[src/rtl/systolic_array_ctrl.sv]
// Job sequencer for the 5x5 weight-stationary systolic array: input skew, array clear,
// job-length counting, result deskew and out_valid tagging.
module systolic_array_ctrl #(
    parameter int LEN_W  = 4,
    parameter int PE_LAT = 1
) (
    input  logic             i_clk,
    input  logic             i_rst,
    input  logic             i_start,
    input  logic [LEN_W-1:0] i_cfg_len,
    output logic             o_busy,
    output logic             o_done,
    input  logic             i_in_valid,
    output logic             o_in_ready,
    input  logic [39:0]      i_in_data,
    output logic [39:0]      o_arr_data,
    output logic             o_arr_clear,
    input  logic [79:0]      i_arr_result,
    output logic             o_out_valid,
    output logic [79:0]      o_out_data,
    output logic [LEN_W-1:0] o_out_count
);

    localparam int LAT   = 2 + 9 * PE_LAT;
    localparam int DRN_W = $clog2(LAT + 1);
    localparam logic [LEN_W-1:0] ONE = LEN_W'(1);

    typedef enum logic [2:0] {
        S_IDLE,
        S_CLEAR,
        S_FEED,
        S_DRAIN,
        S_DONE
    } state_t;

    state_t           r_state;
    state_t           w_next_state;
    logic [LEN_W-1:0] r_job_len;
    logic [LEN_W-1:0] r_acc_cnt;
    logic [LEN_W-1:0] r_out_count;
    logic [DRN_W-1:0] r_drain_cnt;
    logic [39:0]      r_arr_in;
    logic [LAT-1:0]   r_tag;
    logic [79:0]      r_out_data;
    logic [39:0]      w_lanes;
    logic [79:0]      w_aligned;
    logic             w_feed_rdy;
    logic             w_hs;
    logic             w_last_hs;
    logic             w_drain_end;
    logic             w_busy;
    logic             w_done;
    logic             w_clear;
    logic             w_arr_en;

    assign w_feed_rdy  = (r_state == S_FEED) && (r_acc_cnt < r_job_len);
    assign o_in_ready  = w_feed_rdy && !i_rst;
    assign w_hs        = i_in_valid && o_in_ready;
    assign w_last_hs   = w_hs && ((r_acc_cnt + ONE) == r_job_len);
    assign w_drain_end = (r_drain_cnt == DRN_W'(LAT - 1));

    always_ff @(posedge i_clk) begin
        if (i_rst) begin
            r_state <= S_IDLE;
        end else begin
            r_state <= w_next_state;
        end
    end

    // Reset forces every status output low but holds the array in clear.
    always_comb begin
        w_next_state = r_state;
        w_busy       = 1'b0;
        w_done       = 1'b0;
        w_clear      = 1'b0;
        w_arr_en     = 1'b0;
        case (r_state)
            S_IDLE: begin
                if (i_start) begin
                    w_next_state = S_CLEAR;
                end
            end
            S_CLEAR: begin
                w_busy       = 1'b1;
                w_clear      = 1'b1;
                w_next_state = (r_job_len == '0) ? S_DONE : S_FEED;
            end
            S_FEED: begin
                w_busy   = 1'b1;
                w_arr_en = 1'b1;
                if (w_last_hs) begin
                    w_next_state = S_DRAIN;
                end
            end
            S_DRAIN: begin
                w_busy   = 1'b1;
                w_arr_en = 1'b1;
                if (w_drain_end) begin
                    w_next_state = S_DONE;
                end
            end
            S_DONE: begin
                w_busy       = 1'b1;
                w_done       = 1'b1;
                w_next_state = S_IDLE;
            end
            default: begin
                w_next_state = S_IDLE;
            end
        endcase
        if (i_rst) begin
            w_busy   = 1'b0;
            w_done   = 1'b0;
            w_clear  = 1'b1;
            w_arr_en = 1'b0;
        end
    end

    assign o_busy      = w_busy;
    assign o_done      = w_done;
    assign o_arr_clear = w_clear;
    assign o_arr_data  = w_arr_en ? w_lanes : '0;

    // Drain counter restarts every FEED cycle so it measures from the last handshake.
    always_ff @(posedge i_clk) begin
        if (i_rst) begin
            r_job_len   <= '0;
            r_acc_cnt   <= '0;
            r_out_count <= '0;
            r_drain_cnt <= '0;
        end else begin
            if (w_hs) begin
                r_acc_cnt <= r_acc_cnt + ONE;
            end
            if (r_state == S_FEED) begin
                r_drain_cnt <= '0;
            end else if (r_state == S_DRAIN) begin
                r_drain_cnt <= r_drain_cnt + 1'b1;
            end
            if (r_tag[LAT-2] && (r_out_count < r_job_len)) begin
                r_out_count <= r_out_count + ONE;
            end
            if ((r_state == S_IDLE) && i_start) begin
                r_job_len   <= i_cfg_len;
                r_acc_cnt   <= '0;
                r_out_count <= '0;
            end
        end
    end

    always_ff @(posedge i_clk) begin
        if (i_rst) begin
            r_arr_in   <= '0;
            r_tag      <= '0;
            r_out_data <= '0;
        end else begin
            r_arr_in <= w_hs ? i_in_data : '0;
            r_tag    <= {r_tag[LAT-2:0], w_hs};
            if (r_tag[LAT-2]) begin
                r_out_data <= w_aligned;
            end
        end
    end

    assign o_out_valid = r_tag[LAT-1] && !i_rst;
    assign o_out_data  = r_out_data;
    assign o_out_count = r_out_count;

    // Row k+1 sees its byte k*PE_LAT cycles later so it meets the partial sum from above.
    for (genvar k = 0; k < 5; k++) begin : g_skew
        localparam int D = k * PE_LAT;
        if (D == 0) begin : g_direct
            assign w_lanes[8*k +: 8] = r_arr_in[8*k +: 8];
        end else begin : g_delay
            logic [7:0] r_dly [0:D-1];
            always_ff @(posedge i_clk) begin
                if (i_rst) begin
                    for (int i = 0; i < D; i++) begin
                        r_dly[i] <= '0;
                    end
                end else begin
                    r_dly[0] <= r_arr_in[8*k +: 8];
                    for (int i = 1; i < D; i++) begin
                        r_dly[i] <= r_dly[i-1];
                    end
                end
            end
            assign w_lanes[8*k +: 8] = r_dly[D-1];
        end
    end

    // Column 1 finishes earliest, so it waits longest to line up with column 5.
    for (genvar c = 0; c < 5; c++) begin : g_deskew
        localparam int D = (4 - c) * PE_LAT;
        if (D == 0) begin : g_direct
            assign w_aligned[16*c +: 16] = i_arr_result[16*c +: 16];
        end else begin : g_delay
            logic [15:0] r_dly [0:D-1];
            always_ff @(posedge i_clk) begin
                if (i_rst) begin
                    for (int i = 0; i < D; i++) begin
                        r_dly[i] <= '0;
                    end
                end else begin
                    r_dly[0] <= i_arr_result[16*c +: 16];
                    for (int i = 1; i < D; i++) begin
                        r_dly[i] <= r_dly[i-1];
                    end
                end
            end
            assign w_aligned[16*c +: 16] = r_dly[D-1];
        end
    end

endmodule
[config.mk]
export PLATFORM = sky130hd
export DESIGN_NAME = systolic_array_ctrl
export DESIGN_NICKNAME = d
export VERILOG_FILES = /design/src/rtl/systolic_array_ctrl.sv
export SDC_FILE = /design/constraint.sdc
export NUM_CORES = 1
export LEC_CHECK = 0
export BUFFER_PORTS_ARGS = -buffer_cell sky130_fd_sc_hd__buf_4
export CAP_MARGIN = 25
export CORE_MARGIN = 4
export CORE_UTILIZATION = 45
export CTS_BUF_LIST = sky130_fd_sc_hd__clkbuf_4 sky130_fd_sc_hd__clkbuf_8
export CTS_CLUSTER_DIAMETER = 40
export CTS_CLUSTER_SIZE = 24
export DETAILED_ROUTE_END_ITERATION = 12
export PLACE_DENSITY_LB_ADDON = 0.05
export SETUP_SLACK_MARGIN = 0.5
export SLEW_MARGIN = 20
export SYNTH_ARGS = -nofsm -noshare
export SYNTH_HDL_FRONTEND = slang
export SYNTH_SLANG_ARGS = --single-unit
[constraint.sdc]
create_clock -name i_clk -period 1.85 [get_ports i_clk]
set_clock_uncertainty 0.05 [all_clocks]
set_input_delay 0.185 -clock i_clk [delete_from_list [all_inputs] [get_ports i_clk]]
set_output_delay 0.185 -clock i_clk [all_outputs]
set_load 0.02 [all_outputs]
Yosys cells after proc, flatten, opt, wreduce, memory -nomap -nowiden
Memory sizes are Yosys's and may differ from the RTL's. A register that Yosys moved wholly into a read port is not among the register bits.
Cells that the tools add are included.
{"block": "word_totals", "reg_bits": 150, "latchBits": 0, "mem_bits_rw": 240, "rom_bits": 0, "inputBits": 128, "wordCells": 106, "mem_count": 8}
{"block": "classes", "n_addsub": 3, "n_mul": 0, "n_div": 0, "magnitude_cmp": 2, "n_eq_ne": 9, "shifts": 0, "mux": 39, "bitwise_logic": 19, "reduce_logical": 18}
{"memory": "g_deskew[0].g_delay.r_dly", "depth": 4, "width": 16, "read_ports": 4, "rd_ports_with_merged_regs": 1, "write_ports": 4, "line_no": "198", "text": "logic [15:0] r_dly [0:D-1];"}
{"memory": "g_deskew[1].g_delay.r_dly", "depth": 3, "width": 16, "read_ports": 3, "rd_ports_with_merged_regs": 1, "write_ports": 3, "line_no": "198"}
{"memory": "g_deskew[2].g_delay.r_dly", "depth": 2, "width": 16, "read_ports": 2, "rd_ports_with_merged_regs": 1, "write_ports": 2, "line_no": "198"}
{"memory": "g_skew[4].g_delay.r_dly", "depth": 4, "width": 8, "read_ports": 4, "rd_ports_with_merged_regs": 0, "write_ports": 4, "line_no": "175", "text": "logic [7:0] r_dly [0:D-1];"}
{"memory": "g_skew[3].g_delay.r_dly", "depth": 3, "width": 8, "read_ports": 3, "rd_ports_with_merged_regs": 0, "write_ports": 3, "line_no": "175"}
{"memory": "g_deskew[3].g_delay.r_dly", "depth": 1, "width": 16, "read_ports": 1, "rd_ports_with_merged_regs": 1, "write_ports": 1, "line_no": "198"}
{"memory": "+2 memories"}
{"operator": "16-bit two-way mux", "n": 10}
{"operator": "8-bit two-way mux", "n": 10}
{"operator": "40-bit two-way mux", "n": 1}
{"operator": "1-bit OR", "n": 18}
{"operator": "16-bit OR reduction", "n": 1}
{"operator": "1-bit two-way mux", "n": 13}
{"operator": "4-bit by 1-bit adder with 4-bit output (second input constant)", "n": 3}
{"operator": "3-bit two-way mux", "n": 4}
{"operator": "3-bit one-hot mux with 4 select lines", "n": 1}
{"operator": "4-bit less-than comparator", "n": 2}
{"operator": "2-bit OR reduction", "n": 4}
{"operator": "8-bit OR reduction", "n": 1}
{"operator": "1-bit logical AND", "n": 7}
{"operator": "3-bit by 2-bit == test with 1-bit output (second input constant)", "n": 2}
{"operator": "2-bit != test (second input constant)", "n": 3}
{"operator": "4-bit == test", "n": 1}
{"operator": "4-bit == test (second input constant)", "n": 1}
{"operator": "4-bit logical NOT", "n": 1}
{"operator": "4-bit OR reduction", "n": 1}
{"operator": "3-bit by 1-bit == test with 1-bit output (second input constant)", "n": 1}
{"operator": "3-bit == test (second input constant)", "n": 1}
{"operator": "3-bit logical NOT", "n": 1}
{"operator": "3-bit AND reduction", "n": 1}
{"operator": "1-bit logical NOT", "n": 1}
{"operator": "1-bit inverter", "n": 1}

Depth between registers and ports, before layout
{"block": "logic_depth", "word_depth": 7, "ltp_mapped": 8, "ltp_nobuf": 7}

Worst setup path after synthesis
OpenSTA, ideal clock, no wires.
{"block": "synth_path", "path_type": "reg-to-output", "start": "reg r_job_len[2]", "end": "out o_in_ready", "arrival_ps": 1728, "required_time_ps": 1615, "path_slack_ps": -113, "path_stages_with_launch": 6, "cell_sequence": "dfxtp_1 -> inv_1 -> ha_1 -> o21ai_1 -> a21oi_1 -> nor4b_1"}
{"block": "synth_via", "elab_chain_cells": 3}
{"item": "from (decl)", "line_no": "38", "text": "logic [LEN_W-1:0] r_job_len;"}
{"item": "from (signal assigned)", "line_no": "144", "text": "r_job_len <= i_cfg_len;"}
{"item": "4-bit less-than comparator", "line_no": "56", "text": "assign w_feed_rdy = (r_state == S_FEED) && (r_acc_cnt < r_job_len);"}
{"item": "1-bit logical AND", "line_no": "56"}
{"item": "1-bit logical AND", "line_no": "57", "text": "assign o_in_ready = w_feed_rdy && !i_rst;"}
{"item": "to (decl)", "line_no": "14", "text": "output logic o_in_ready,"}
Every way passes these cells.

Worst setup path after layout
Same ends and word-level chain as after synthesis.

==> insert_results.sql <==
INSERT INTO impl_metrics (metric_group, metric, value, unit) VALUES
('status', 'run_status', 'finished with violations', ''),
('status', 'violations', 'setup timing', ''),
('power', 'power_density', '909.6', 'nW/um^2'),
('cts', 'cts_tree', 'yes', ''),
('worst_setup_path', 'slowest_delay', '0.36', 'ns'),
('placement', 'port_buffers', '256', ''),
('worst_setup_path', 'worst-path-max-fanout', '2', ''),
('final_layout', 'final.fill_count', '1965', ''),
('global_routing', 'antenna_found_initial', '0', ''),
('synth', 'synth-async-reset-ratio', '0', '%'),
('global_routing', 'wire_length_of_the_first_global_routing_pass', '37930', 'um'),
('floorplanning', 'initial_core_util', '45.98', '%'),
('timing', 'grt_setup_unrepaired', 'yes', ''),
('worst_setup_path', 'endpoint_kind', 'output port', ''),
('synth', 'synth_common_cells', 'sky130_fd_sc_hd__dfxtp_1 (390), sky130_fd_sc_hd__nor2b_1 (253), sky130_fd_sc_hd__nor2_1 (101), sky130_fd_sc_hd__mux2i_1 (82), sky130_fd_sc_hd__and2_1 (80)', ''),
('synth', 'syn-num-nets', '1187', ''),
('synth', 'yosys.cell_count.top_type', 'sky130_fd_sc_hd__dfxtp_1', ''),
('cts', 'clkSinkCount', '390', ''),
('worst_hold_path', 'worst_hold_startpoint', 'i_start', ''),
('timing', 'final_min_period_over_clock_period', '109.1', '%'),
('final_layout', 'area_growth_from_synthesis_to_layout', '48.27', '%'),
('floorplanning', 'core_area', '26130', 'um^2'),
('cts', 'cts_max_level', '2', ''),
('placement', 'dp_hpwl', '13760', 'um'),
('timing', 'clock.fmax', '495.6', 'MHz'),
('synth', 'synth-edff-count', '0', ''),
('route', 'wl', '24790', 'um'),
('worst_setup_path', 'timing.critical_path.cells', 'inv_4 > ha_4 > o21ai_4 > a21oi_4 > nor4b_4 > buf_4', ''),
('global_routing', 'grt-ovfl-total', '0', ''),
('final_layout', 'finish.instance_area', '17810', 'um^2'),
('cts', 'clock_tree.buffer_depth', '3', ''),
('placement', 'post_dp_cell_area', '14470', 'um^2'),
('job', 'timing.max_cap.violations', '0', ''),
('synth', 'synth_top_cells_by_area', 'sky130_fd_sc_hd__dfxtp_1 (65%), sky130_fd_sc_hd__nor2b_1 (13%), sky130_fd_sc_hd__mux2i_1 (6.8%)', ''),
('cts', 'clkSlewWorstSetupHoldPaths', '0.08', 'ns'),
('timing', 'tightestPinTransition', '0.8338', 'ns'),
('synth', 'postSynthAreaPerCell', '11.46', 'um^2'),
('timing', 'postLayoutSetupSlackWorst', '-0.1679', 'ns'),
('timing', 'slew_headroom', '44.41', '%'),
('route', 'detail_route.drc_violations', '0', ''),
('global_routing', 'groute.usage.overall', '15.82', '%'),
('synth', 'yosys_warnings', '0', ''),
('route', 'initialDrtViolationCount', '352', ''),
('power', 'report.power.total', '16200', 'uW'),
('final_layout', 'final_cell_count_no_fill', '1832', ''),
('timing', 'hold_violations', '0', ''),
('timing', 'slew_violations', '0', ''),
('final_layout', 'nNetsFinal', '1599', ''),
('timing', 'report.final.setup_viol', '75', ''),
('worst_setup_path', 'critical_path_class', 'reg2out', ''),
('floorplanning', 'fp.dieW', '171.4', 'um'),
('power', 'static-leakage-power', '0.007370', 'uW'),
('final_layout', 'layout-drive-gt1-share', '35.67', '%'),
('synth', 'yosysTopAreaCellShare', '64.98', '%'),
('worst_setup_path', 'setup_crit_start', 'r_job_len[2]$_SDFFE_PP0P_', ''),
('worst_setup_path', 'crit_required', '1.62', 'ns'),
('floorplanning', 'die_h', '171.4', 'um'),
('placement', 'gp_congestion', '0.7568', ''),
('worst_setup_path', 'worst_setup_path_start_kind', 'flip-flop', ''),
('worst_setup_path', 'critical_path.slowest_cell', 'sky130_fd_sc_hd__dfxtp_2', ''),
('route', 'final_antenna_net_count', '0', ''),
('route', 'drtPass1Iterations', '4', ''),
('synth', 'ys_ff_latch', '390', ''),
('synth', 'synthDominantAreaCellType', 'sky130_fd_sc_hd__dfxtp_1', ''),
('worst_hold_path', 'min_path_type', 'in2reg', ''),
('worst_setup_path', 'cpLargestDelayFamily', 'flip-flops', ''),
('synth', 'netlist-cell-type-count', '42', ''),
('global_routing', 'pin_count_of_the_biggest_net_entering_global_routing', '188', ''),
('worst_setup_path', 'cp_data_arrival_time', '1.78', 'ns'),
('route', 'vias_per_cell', '4.328', ''),
('worst_setup_path', 'timing.rr.start', 'r_job_len[2]$_SDFFE_PP0P_', '');
==> cell families after synthesis <==
logic type / Yosys count / share of synthesized area, %
fa+ha+maj: 11 / 1.145
xor+xnor: 11 / 0.8018
buf+inv: 64 / 2.156
mux: 82 / 6.831
compound gates: 23 / 1.218
simple gates: 467 / 22.87
flops: 390 / 64.98
==> worst min-delay path: cells and delay by family <==
kind                   cells  cell delay [ns]
AND/OR/NAND/NOR            2             0.13
AO/OA/AOI/OAI              2             0.20
buffers and inverters      1             0.12
==> path summary, 6_finish.rpt <==
kind	slack, ns	end	cells after the start
worst max-delay path	-0.17	o_in_ready	6
worst min-delay path	0.07	r_state[0]$_SDFFE_PP0P_	5
worst max register to register	-0.06	r_arr_in[12]$_SDFF_PP0_	11
worst min register to register	0.37	r_tag[8]$_SDFF_PP0_	1
==> registers in the layout, indices dropped and copies added, names as in the netlist <==
name	flops
r_drain_cnt	4
r_state	3
o_out_data	80
g_deskew.g_delay.r_dly	160
r_acc_cnt	4
r_job_len	4
r_tag	11
r_arr_in	40
o_out_count	4
g_skew.g_delay.r_dly	80
==> area by class of cell <==
cell class,count,area [um^2],share of cell area [%]
sequential,390,7891,44.30
multi-input combinational,594,4368,24.52
timing repair buffer,424,4051,22.74
clock buffer,59,780.7,4.383
tap,335,419.2,2.353
clock inverter,25,282.8,1.587
inverter,5,21.27,0.1194
==> metal layers <==
metal	GRT usage (%)	part of all wire [%]	wire length (um)
met3	3.700	5.8	1444
met2	26.97	48	11970
met1	19.79	44	10830
met5	0	0	0
met4	5.512	2.2	548
==> placed cells by master, fill, tap and decap left out, types with 3 or more instances in the layout <==
| cell type | synthesis | final |
|---|---|---|
| sky130_fd_sc_hd__a21oi_1 | 11 | 6 |
| sky130_fd_sc_hd__a21oi_2 | 0 | 3 |
| sky130_fd_sc_hd__and2_1 | 80 | 21 |
| sky130_fd_sc_hd__and2_4 | 0 | 59 |
| sky130_fd_sc_hd__buf_12 | 0 | 7 |
| sky130_fd_sc_hd__buf_16 | 0 | 5 |
| sky130_fd_sc_hd__buf_4 | 1 | 214 |
| sky130_fd_sc_hd__buf_6 | 0 | 64 |
| sky130_fd_sc_hd__buf_8 | 0 | 3 |
| sky130_fd_sc_hd__bufinv_16 | 0 | 4 |
| sky130_fd_sc_hd__clkbuf_16 | 0 | 6 |
| sky130_fd_sc_hd__clkbuf_4 | 0 | 5 |
| sky130_fd_sc_hd__clkbuf_8 | 0 | 54 |
| sky130_fd_sc_hd__clkinv_2 | 0 | 4 |
| sky130_fd_sc_hd__clkinvlp_4 | 0 | 5 |
| sky130_fd_sc_hd__dfxtp_1 | 390 | 343 |
| sky130_fd_sc_hd__dfxtp_2 | 0 | 37 |
| sky130_fd_sc_hd__dfxtp_4 | 0 | 10 |
| sky130_fd_sc_hd__dlygate4sd3_1 | 0 | 125 |
| sky130_fd_sc_hd__ha_1 | 11 | 6 |
| sky130_fd_sc_hd__ha_4 | 0 | 5 |
| sky130_fd_sc_hd__inv_6 | 0 | 10 |
| sky130_fd_sc_hd__mux2i_1 | 82 | 82 |
| sky130_fd_sc_hd__nand2b_4 | 2 | 5 |
| sky130_fd_sc_hd__nor2_1 | 101 | 93 |
| sky130_fd_sc_hd__nor2_2 | 1 | 4 |
| sky130_fd_sc_hd__nor2_4 | 1 | 6 |
| sky130_fd_sc_hd__nor2b_1 | 253 | 252 |
| sky130_fd_sc_hd__nor3b_1 | 3 | 3 |
| sky130_fd_sc_hd__nor4b_4 | 1 | 3 |
| sky130_fd_sc_hd__o21ai_1 | 6 | 4 |
| sky130_fd_sc_hd__or2_4 | 0 | 3 |
| sky130_fd_sc_hd__xnor2_1 | 6 | 5 |
| sky130_fd_sc_hd__xor2_1 | 5 | 4 |
==> through the flow <==
step | TNS, ns | utilization, %
2_1_floorplan | 0 | -
3_3_place_gp | 0 | 55.38
3_5_place_dp | 0 | 55.38
4_1_cts | -5.905 | 66.76
5_1_grt | -14.02 | 68.17
6_report | -7.026 | 68.17
==> where the power goes <==
group	switching, uW	internal, uW
Clock	3110	3450
Combinational	415	646
Sequential	49.8	8540
Total	3570	12600
==> what timing repair did <==
| item | in CTS | in global routing |
|---|---|---|
| pin swaps | 13 | 43 |
| hold buffers | 125 | 0 |
| resized for setup | 124 | 49 |
| setup buffers | 13 | 8 |
| hold endpoints to repair | 126 | 0 |
| cloned | 4 | 7 |
| endpoints found under the setup margin | 121 | 170 |
(Power assumes the default switching activity.)
